[src/rtl/dsram_port_arbiter_pkg.sv]
// Shared types for the data-SRAM port arbiter and bus bridges.
package dsram_port_arbiter_pkg;

    typedef enum logic [1:0] {
        IDLE = 2'd0,
        ADDR = 2'd1,
        DATA = 2'd2,
        DONE = 2'd3
    } arb_state_t;

    localparam int unsigned SIZE_W  = 2;
    localparam int unsigned WSTRB_W = 4;

    localparam logic [SIZE_W-1:0] SZ_B = 2'd0;
    localparam logic [SIZE_W-1:0] SZ_H = 2'd1;
    localparam logic [SIZE_W-1:0] SZ_W = 2'd2;

endpackage

[src/rtl/dsram_port_arbiter_wstrb_to_size.sv]
// Byte-strobe to transfer-size decoder; shared with the instruction-side bridge.
module wstrb_to_size
    import dsram_port_arbiter_pkg::*;
(
    input  logic [WSTRB_W-1:0] wstrb,
    output logic [SIZE_W-1:0]  size_c
);

    always_comb begin
        size_c = SZ_B;
        case (wstrb)
            4'b1111:          size_c = SZ_W;
            4'b0011, 4'b1100: size_c = SZ_H;
            default:          size_c = SZ_B;
        endcase
    end

endmodule

[src/rtl/dsram_port_arbiter.sv]
// Serializes the two memory-stage data-SRAM requests onto one shared bus,
// port 0 first, stalling the pipeline until every enabled port has completed.
module dsram_port_arbiter
    import dsram_port_arbiter_pkg::*;
#(
    parameter int unsigned ADDR_W = 32,
    parameter int unsigned DATA_W = 32
) (
    input  logic              clk,
    input  logic              rst,
    input  logic              p0_en,
    input  logic [3:0]        p0_wen,
    input  logic [1:0]        p0_rlen,
    input  logic [ADDR_W-1:0] p0_addr,
    input  logic [DATA_W-1:0] p0_wdata,
    output logic [DATA_W-1:0] p0_rdata,
    input  logic              p1_en,
    input  logic [3:0]        p1_wen,
    input  logic [1:0]        p1_rlen,
    input  logic [ADDR_W-1:0] p1_addr,
    input  logic [DATA_W-1:0] p1_wdata,
    output logic [DATA_W-1:0] p1_rdata,
    input  logic              flush,
    input  logic              hold,
    output logic              mem_stall,
    output logic              bus_req,
    output logic              bus_wr,
    output logic [1:0]        bus_size,
    output logic [ADDR_W-1:0] bus_addr,
    output logic [3:0]        bus_wstrb,
    output logic [DATA_W-1:0] bus_wdata,
    input  logic              bus_addr_ok,
    input  logic              bus_data_ok,
    input  logic [DATA_W-1:0] bus_rdata
);

    arb_state_t state_q, state_d;
    logic              sel_q, sel_d;
    logic [1:0]        done_q, done_d;
    logic              drop_q, drop_d;
    logic              bus_wr_q, bus_wr_d;
    logic [SIZE_W-1:0] bus_size_q, bus_size_d;
    logic [ADDR_W-1:0] bus_addr_q, bus_addr_d;
    logic [3:0]        bus_wstrb_q, bus_wstrb_d;
    logic [DATA_W-1:0] bus_wdata_q, bus_wdata_d;
    logic [DATA_W-1:0] p0_rdata_q, p0_rdata_d;
    logic [DATA_W-1:0] p1_rdata_q, p1_rdata_d;
    logic              load_c;

    logic [1:0]        pend_c;
    logic              first_c, other_c, issue_port_c, drop_eff_c;
    logic [3:0]        iss_wen_c;
    logic [1:0]        iss_rlen_c;
    logic [SIZE_W-1:0] iss_wsize_c;
    logic [ADDR_W-1:0] iss_addr_c;
    logic [DATA_W-1:0] iss_wdata_c;

    assign pend_c       = {p1_en & ~done_q[1], p0_en & ~done_q[0]};
    assign first_c      = ~pend_c[0];
    assign other_c      = ~sel_q;
    assign drop_eff_c   = drop_q | flush;
    assign issue_port_c = (state_q == IDLE) ? first_c : other_c;

    // Fields of the port about to be placed on the bus
    always_comb begin
        if (issue_port_c) begin
            iss_wen_c   = p1_wen;
            iss_rlen_c  = p1_rlen;
            iss_addr_c  = p1_addr;
            iss_wdata_c = p1_wdata;
        end else begin
            iss_wen_c   = p0_wen;
            iss_rlen_c  = p0_rlen;
            iss_addr_c  = p0_addr;
            iss_wdata_c = p0_wdata;
        end
    end

    wstrb_to_size u_wsize (
        .wstrb  (iss_wen_c),
        .size_c (iss_wsize_c)
    );

    always_ff @(posedge clk) begin
        if (rst) state_q <= IDLE;
        else     state_q <= state_d;
    end

    always_comb begin
        state_d = state_q;
        case (state_q)
            IDLE: if (!flush && (|pend_c)) state_d = ADDR;
            ADDR: begin
                if (bus_addr_ok)  state_d = DATA;
                else if (flush)   state_d = IDLE;
            end
            DATA: begin
                if (bus_data_ok) begin
                    if (drop_eff_c)            state_d = IDLE;
                    else if (pend_c[other_c])  state_d = ADDR;
                    else                       state_d = DONE;
                end
            end
            DONE: if (flush || !hold) state_d = IDLE;
            default: state_d = IDLE;
        endcase
    end

    // Bus fields are latched at issue so they cannot move while awaiting accept
    always_comb begin
        sel_d       = sel_q;
        done_d      = done_q;
        drop_d      = drop_q;
        bus_wr_d    = bus_wr_q;
        bus_size_d  = bus_size_q;
        bus_addr_d  = bus_addr_q;
        bus_wstrb_d = bus_wstrb_q;
        bus_wdata_d = bus_wdata_q;
        p0_rdata_d  = p0_rdata_q;
        p1_rdata_d  = p1_rdata_q;
        load_c      = 1'b0;
        case (state_q)
            IDLE: begin
                if (flush) begin
                    done_d = 2'b00;
                end else if (|pend_c) begin
                    sel_d  = first_c;
                    load_c = 1'b1;
                end
            end
            ADDR: begin
                if (bus_addr_ok) begin
                    if (flush) drop_d = 1'b1;
                end else if (flush) begin
                    done_d = 2'b00;
                end
            end
            DATA: begin
                if (flush) drop_d = 1'b1;
                if (bus_data_ok) begin
                    if (drop_eff_c) begin
                        drop_d = 1'b0;
                        done_d = 2'b00;
                    end else begin
                        done_d[sel_q] = 1'b1;
                        if (sel_q) p1_rdata_d = bus_rdata;
                        else       p0_rdata_d = bus_rdata;
                        if (pend_c[other_c]) begin
                            sel_d  = other_c;
                            load_c = 1'b1;
                        end
                    end
                end
            end
            DONE: if (flush || !hold) done_d = 2'b00;
            default: ;
        endcase
        if (load_c) begin
            bus_wr_d    = |iss_wen_c;
            bus_size_d  = (|iss_wen_c) ? iss_wsize_c : iss_rlen_c;
            bus_addr_d  = iss_addr_c;
            bus_wstrb_d = iss_wen_c;
            bus_wdata_d = iss_wdata_c;
        end
    end

    always_ff @(posedge clk) begin
        if (rst) begin
            sel_q       <= 1'b0;
            done_q      <= 2'b00;
            drop_q      <= 1'b0;
            bus_wr_q    <= 1'b0;
            bus_size_q  <= SZ_B;
            bus_addr_q  <= '0;
            bus_wstrb_q <= 4'b0000;
            bus_wdata_q <= '0;
            p0_rdata_q  <= '0;
            p1_rdata_q  <= '0;
        end else begin
            sel_q       <= sel_d;
            done_q      <= done_d;
            drop_q      <= drop_d;
            bus_wr_q    <= bus_wr_d;
            bus_size_q  <= bus_size_d;
            bus_addr_q  <= bus_addr_d;
            bus_wstrb_q <= bus_wstrb_d;
            bus_wdata_q <= bus_wdata_d;
            p0_rdata_q  <= p0_rdata_d;
            p1_rdata_q  <= p1_rdata_d;
        end
    end

    assign bus_req   = (state_q == ADDR);
    assign bus_wr    = bus_wr_q;
    assign bus_size  = bus_size_q;
    assign bus_addr  = bus_addr_q;
    assign bus_wstrb = bus_wstrb_q;
    assign bus_wdata = bus_wdata_q;
    assign p0_rdata  = p0_rdata_q;
    assign p1_rdata  = p1_rdata_q;

    // Stall is combinational so a flush releases the pipeline in the same cycle
    assign mem_stall = !rst && (state_q != DONE) && (|pend_c) && !flush
                       && !((state_q == DATA) && drop_q);

endmodule

[config.mk]
export PLATFORM = sky130hd
export DESIGN_NAME = dsram_port_arbiter
export DESIGN_NICKNAME = d
export VERILOG_FILES = /design/src/rtl/dsram_port_arbiter_pkg.sv /design/src/rtl/dsram_port_arbiter_wstrb_to_size.sv /design/src/rtl/dsram_port_arbiter.sv
export SDC_FILE = /design/constraint.sdc
export NUM_CORES = 1
export LEC_CHECK = 0
export CAP_MARGIN = 10
export CORE_AREA = 2 2 128 130
export DETAILED_ROUTE_END_ITERATION = 10
export DIE_AREA = 0 0 130 132
export GPL_TIMING_DRIVEN = 1
export HOLD_SLACK_MARGIN = 0.08
export PLACE_DENSITY = 0.89
export REMOVE_ABC_BUFFERS = 1
export SLEW_MARGIN = 10
export SYNTH_ARGS = -nofsm -noshare
export SYNTH_HDL_FRONTEND = slang
export SYNTH_HIERARCHICAL = 1
export SYNTH_SLANG_ARGS = --single-unit
[constraint.sdc]
create_clock -name clk -period 2.65 [get_ports clk]
set_input_delay 0.795 -clock clk [delete_from_list [all_inputs] [get_ports clk]]
set_output_delay 0.795 -clock clk [all_outputs]
set_load 0.02 [all_outputs]
== Yosys cells after proc, flatten, opt, wreduce, memory -nomap -nowiden ==
Index checks and enable logic that the tools add are counted.

* Word-level logic and storage cells: 105
* Bits of input ports: 180
* Output and inout bits: 137
* Flip-flop bits (word level): 141

* Muxes and demuxes: 41
* Reduce and logical (&&, ||, !) cells: 24
* Bitwise operators: 9
* $lt $le $gt $ge: 3
* Eq/ne operators: 17

{| class="wikitable"
|+ Operators by type and width
! kind !! count
|-
| 32-bit 2-to-1 mux || 2
|-
| 2-bit 2-to-1 mux || 13
|-
| 1-bit 2-to-1 mux || 18
|-
| 2-bit one-hot mux with 4 select lines || 2
|-
| 2-bit inequality test, second input constant || 7
|-
| 4-bit AND reduction || 3
|-
| 4-bit == test, second input constant || 2
|-
| 1-bit logical AND || 7
|-
| 2-bit by 1-bit inequality test with 1-bit output, second input constant || 3
|-
| 1-bit one-hot mux with 2 select lines || 3
|-
| 6-bit AND reduction || 1
|-
| 1-bit inverter || 5
|-
| 2-bit == test, second input constant || 2
|-
| 4-bit by 2-bit == test with 1-bit output, second input constant || 1
|-
| 1-bit logical NOT || 4
|-
| 1-bit by 2-bit < comparator with 1-bit output, second input constant || 2
|-
| 4-bit 2-to-1 mux || 1
|-
| 2-bit one-hot mux with 2 select lines || 1
|-
| 2-bit nonzero test || 2
|-
| 2-bit OR reduction || 2
|-
| 4-bit OR reduction || 1
|-
| 3-bit by 2-bit inequality test with 1-bit output, second input constant || 1
|-
| 3-bit AND reduction || 1
|-
| 1-bit bitwise AND || 2
|-
| 8 further kinds || 8
|}

== Logic depth before layout (Yosys ltp) ==
* Word-level depth: 9
* Depth in mapped cells: 7
* Mapped depth without buffers: 7

== Modules after synthesis ==
Netlist, hierarchy kept.

{| class="wikitable"
|+ By module, submodules not included
! module !! instances !! cells an instance !! area an instance (um2)
|-
| dsram_port_arbiter || 1 || 596 || 6149.6
|-
| wstrb_to_size || 1 || 5 || 35.0
|}

== Worst setup path before layout ==
No wires, ideal clock.

* Path type: input -> output
* From: input rst
* To: output mem_stall
* Slack: 390 ps
* Arrival time: 1465 ps
* Buffers on the path: 1
* Stages on the path: 3
* Path through: clkbuf_1 -> clkinv_1 -> and3_1

* Word-level cells in the longest chain between the ends: 5

{| class="wikitable"
|+ RTL lines
! element !! line !! RTL
|-
| start, declared || dsram_port_arbiter.sv:10 || <nowiki>input logic rst,</nowiki>
|-
| 1-bit logical NOT || dsram_port_arbiter.sv:203 || <nowiki>assign mem_stall = !rst && (state_q != DONE) && (|pend_c) && !flush</nowiki>
|-
| 1-bit logical AND (3 in series) || dsram_port_arbiter.sv:203 ||
|-
| 1-bit logical AND || dsram_port_arbiter.sv:204 || <nowiki>&& !((state_q == DATA) && drop_q);</nowiki>
|-
| end, declared || dsram_port_arbiter.sv:25 || <nowiki>output logic mem_stall,</nowiki>
|}

Every way passes these cells.

== Worst setup path after layout ==
* From: input p1_en
* To: output mem_stall

* Word-level cells in the longest chain between the ends: 5

{| class="wikitable"
|+ RTL lines
! element !! line !! RTL
|-
| start, declared || dsram_port_arbiter.sv:17 || <nowiki>input logic p1_en,</nowiki>
|-
| 1-bit bitwise AND || dsram_port_arbiter.sv:58 || <nowiki>assign pend_c = {p1_en & ~done_q[1], p0_en & ~done_q[0]};</nowiki>
|-
| 2-bit OR reduction || dsram_port_arbiter.sv:203 ||
|-
| 1-bit logical AND (2 in series) || dsram_port_arbiter.sv:203 ||
|-
| 1-bit logical AND || dsram_port_arbiter.sv:204 ||
|}

Every way passes these cells.

==> run metrics <==
period utilization=97.3%; DR iter-0 viols=280; Cells after Synth=601; Starting Density=39.4%; first-pass GRT wire length=31.9 mm; clk sinks=141; Pwr Density=625 nW/um2; r2r endpoint=bus_size[0]$_SDFFE_PP0P_; DP HPWL=15.3 mm; hold path startpoint=bus_size[0]$_SDFFE_PP0P_; slew margin rel.=39.7%; Worst-Skew Late Latency=0.42 ns; Fin Setup TNS=0 ns; commonest non-fill, non-tap cell in the layout=clkdlybuf4s50_1; largest net degree at the start of global routing=69; area of the multi-input gates=3060 um2; final weighted congestion in routability-driven placement=0.886; layout cells sized above 1=12.7%; clock period minus worst slack=2.58 ns; Final Util=65.8%; Critical Setup Path Class=in -> out; Seq cells post-synth=141; clock slew at reported path FFs=0.05 ns; Final ANT Viol Nets=0; NumNets Final=1103; post-route insts no fill=1152; worst reg-to-reg path cell count=8; predominant post-synthesis flop cell=dfxtp_1; RSZ-0062 raised after global routing=no; VDD IR-drop max=0.399 mV; post-synthesis cell area=6180 um2; worst slew pin tran=0.904 ns; CTS tree=yes; Lkg Pwr=4.21 nW; placed insts=1120; Total Power=6.46 mW; R2R Path Start=state_q[1]$_SDFFE_PP0P_; setup violators final=0; hold crit path type=reg -> reg; Port Buffers=316; wire length per cell=17.8 um; Area Overhead vs Synth=67.2%; cts bufs inserted=17; fraction of registers with async set/reset=0%; Max-Cap Viols=0; Final Cell Area=10300 um2; clk buf depth=2; total core area=15700 um2; crit path setup slack, layout=0.0723 ns; CTS Root Cell=clkbuf_16; worst hold path endpoint=bus_size[0]$_SDFFE_PP0P_; CP Launch Type=input port; max-slew violations=0; Worst Path Required=1.86 ns; worst slack, placed=-0.434 ns; worst hold path stage count=2; first-pass iteration count of the detailed router=4; vias in the first global route=6082; Placed Area=9730 um2; vias=5975; WHS=0.486 ns; Syn. warnings=6; Yosys cell types=49; Max Clock Skew=0.00998 ns; status=completed; detailed-route wire length=20.5 mm; Crit Path Max Fanout=2; die span in x=130 um; Critical Path AT=1.78 ns; register area=2820 um2; EDFF count, synth=0; Max Clock Freq=388 MHz; most frequent cells in the layout=313 x clkdlybuf4s50_1, 141 x dfxtp_1, 128 x mux2i_1, 69 x nor2_1, 66 x nor3_1; Hold Vio Cnt, Final=0; Seq/Total Area, Yosys=45.6%; Cell Rows=46; Overall Global Routing Usage=23.9%; Die H=132 um; CP Capture Type=primary output; Fill cells=1230; CTS Hold Bufs=0; Syn Area/Cell=10.3 um2; initial antenna violation count=1; Vias/cell=5.19; ant diodes=0; GRT Residual Overflow=0; H-tree Lvls=4; I/O Pins=317; DRC=0; flop2flop setup slack=0.61 ns; die footprint=17200 um2
==> critical path, stage by stage <==
cell	delay, ns
clkdlybuf4s50_1	0.48
nand2b_1	0.08
a21oi_2	0.14
and3_1	0.17
buf_6	0.12
==> area by class of cell <==
cell class / instances / share of cell area, %
Sequential cell: 141 / 27.3
Multi-Input combinational cell: 401 / 29.6
Clock inverter: 13 / 1.56
Clock buffer: 19 / 4.28
Timing Repair Buffer: 358 / 34.5
Inverter: 4 / 0.145
Tap cell: 216 / 2.61
==> flip-flops by register name, summed over array words and instances (netlist names) <==
register / cells
bus_wdata: 32
drop_q: 1
sel_q: 1
bus_wstrb: 4
bus_addr: 32
bus_size: 2
bus_wr: 1
p1_rdata: 32
state_q: 2
done_q: 2
p0_rdata: 32
==> how the worst max path moves through the flow <==
| stage | start | end |
|---|---|---|
| floorplan | p1_en | sel_q$_SDFFE_PP0P_ |
| global placement | p1_en | mem_stall |
| detailed placement | p1_en | mem_stall |
| CTS | p1_en | mem_stall |
| global route | p1_en | mem_stall |
| finish | p1_en | mem_stall |
==> cell usage after synthesis (2+ instances only) <==
cell type  instances  share of area (%)
or3_1              5               0.51
o22ai_1            3               0.30
a211oi_1          36                4.4
inv_1              3               0.18
and3_1             2               0.20
nand2b_1           3               0.30
a221oi_1           3               0.42
nor4_1             2               0.20
buf_6              6                1.1
o32ai_1            2               0.28
o21ai_0            5               0.40
nor2b_1            2               0.20
nor2_1            69                4.2
clkbuf_1          19                1.2
o211a_1            4               0.65
mux2_2             4               0.73
a21oi_1            8               0.65
nand2_1            6               0.36
and3b_1            2               0.28
buf_4              6               0.73
buf_2             24                1.9
mux2i_1          128                 21
dfxtp_1          141                 46
nor3_1            66                5.3
a211oi_2          28                5.7
==> layer usage <==
| metal | vias to the layer above | global-route usage (%) | wire length (um) |
|---|---|---|---|
| li1 | 2860 | - | - |
| met1 | 2847 | 26.3 | 7890 |
| met2 | 216 | 40.8 | 10300 |
| met3 | 50 | 8.16 | 1540 |
| met4 | 2 | 11.2 | 757 |
| met5 | - | 0 | 13 |
==> kinds of logic after synthesis <==
logic type	count (synthesis)	share of synthesized area, %
AO/OA/AOI/OAI	101	14.5
buffers and inverters	59	5.16
flip-flops	141	45.6
multiplexers	132	21.4
AND/OR/NAND/NOR	168	13.2
==> repair_timing <==
item / 4_1_cts / 5_1_grt
cloned: 0 / 0
endpoints found under the setup margin: 1 / 1
setup buffers: 0 / 0
hold endpoints to repair: 0 / 0
gates resized for setup: 5 / 3
pin swaps: 0 / 2
==> where the power goes <==
group	switching, mW	total (mW)	internal (mW)
Combinational	0.791	1.66	0.870
Clock	0.930	2.44	1.51
Sequential	0.0892	2.36	2.27
Total	1.81	6.46	4.65
Note: power is estimated with default switching activity, not from simulation.
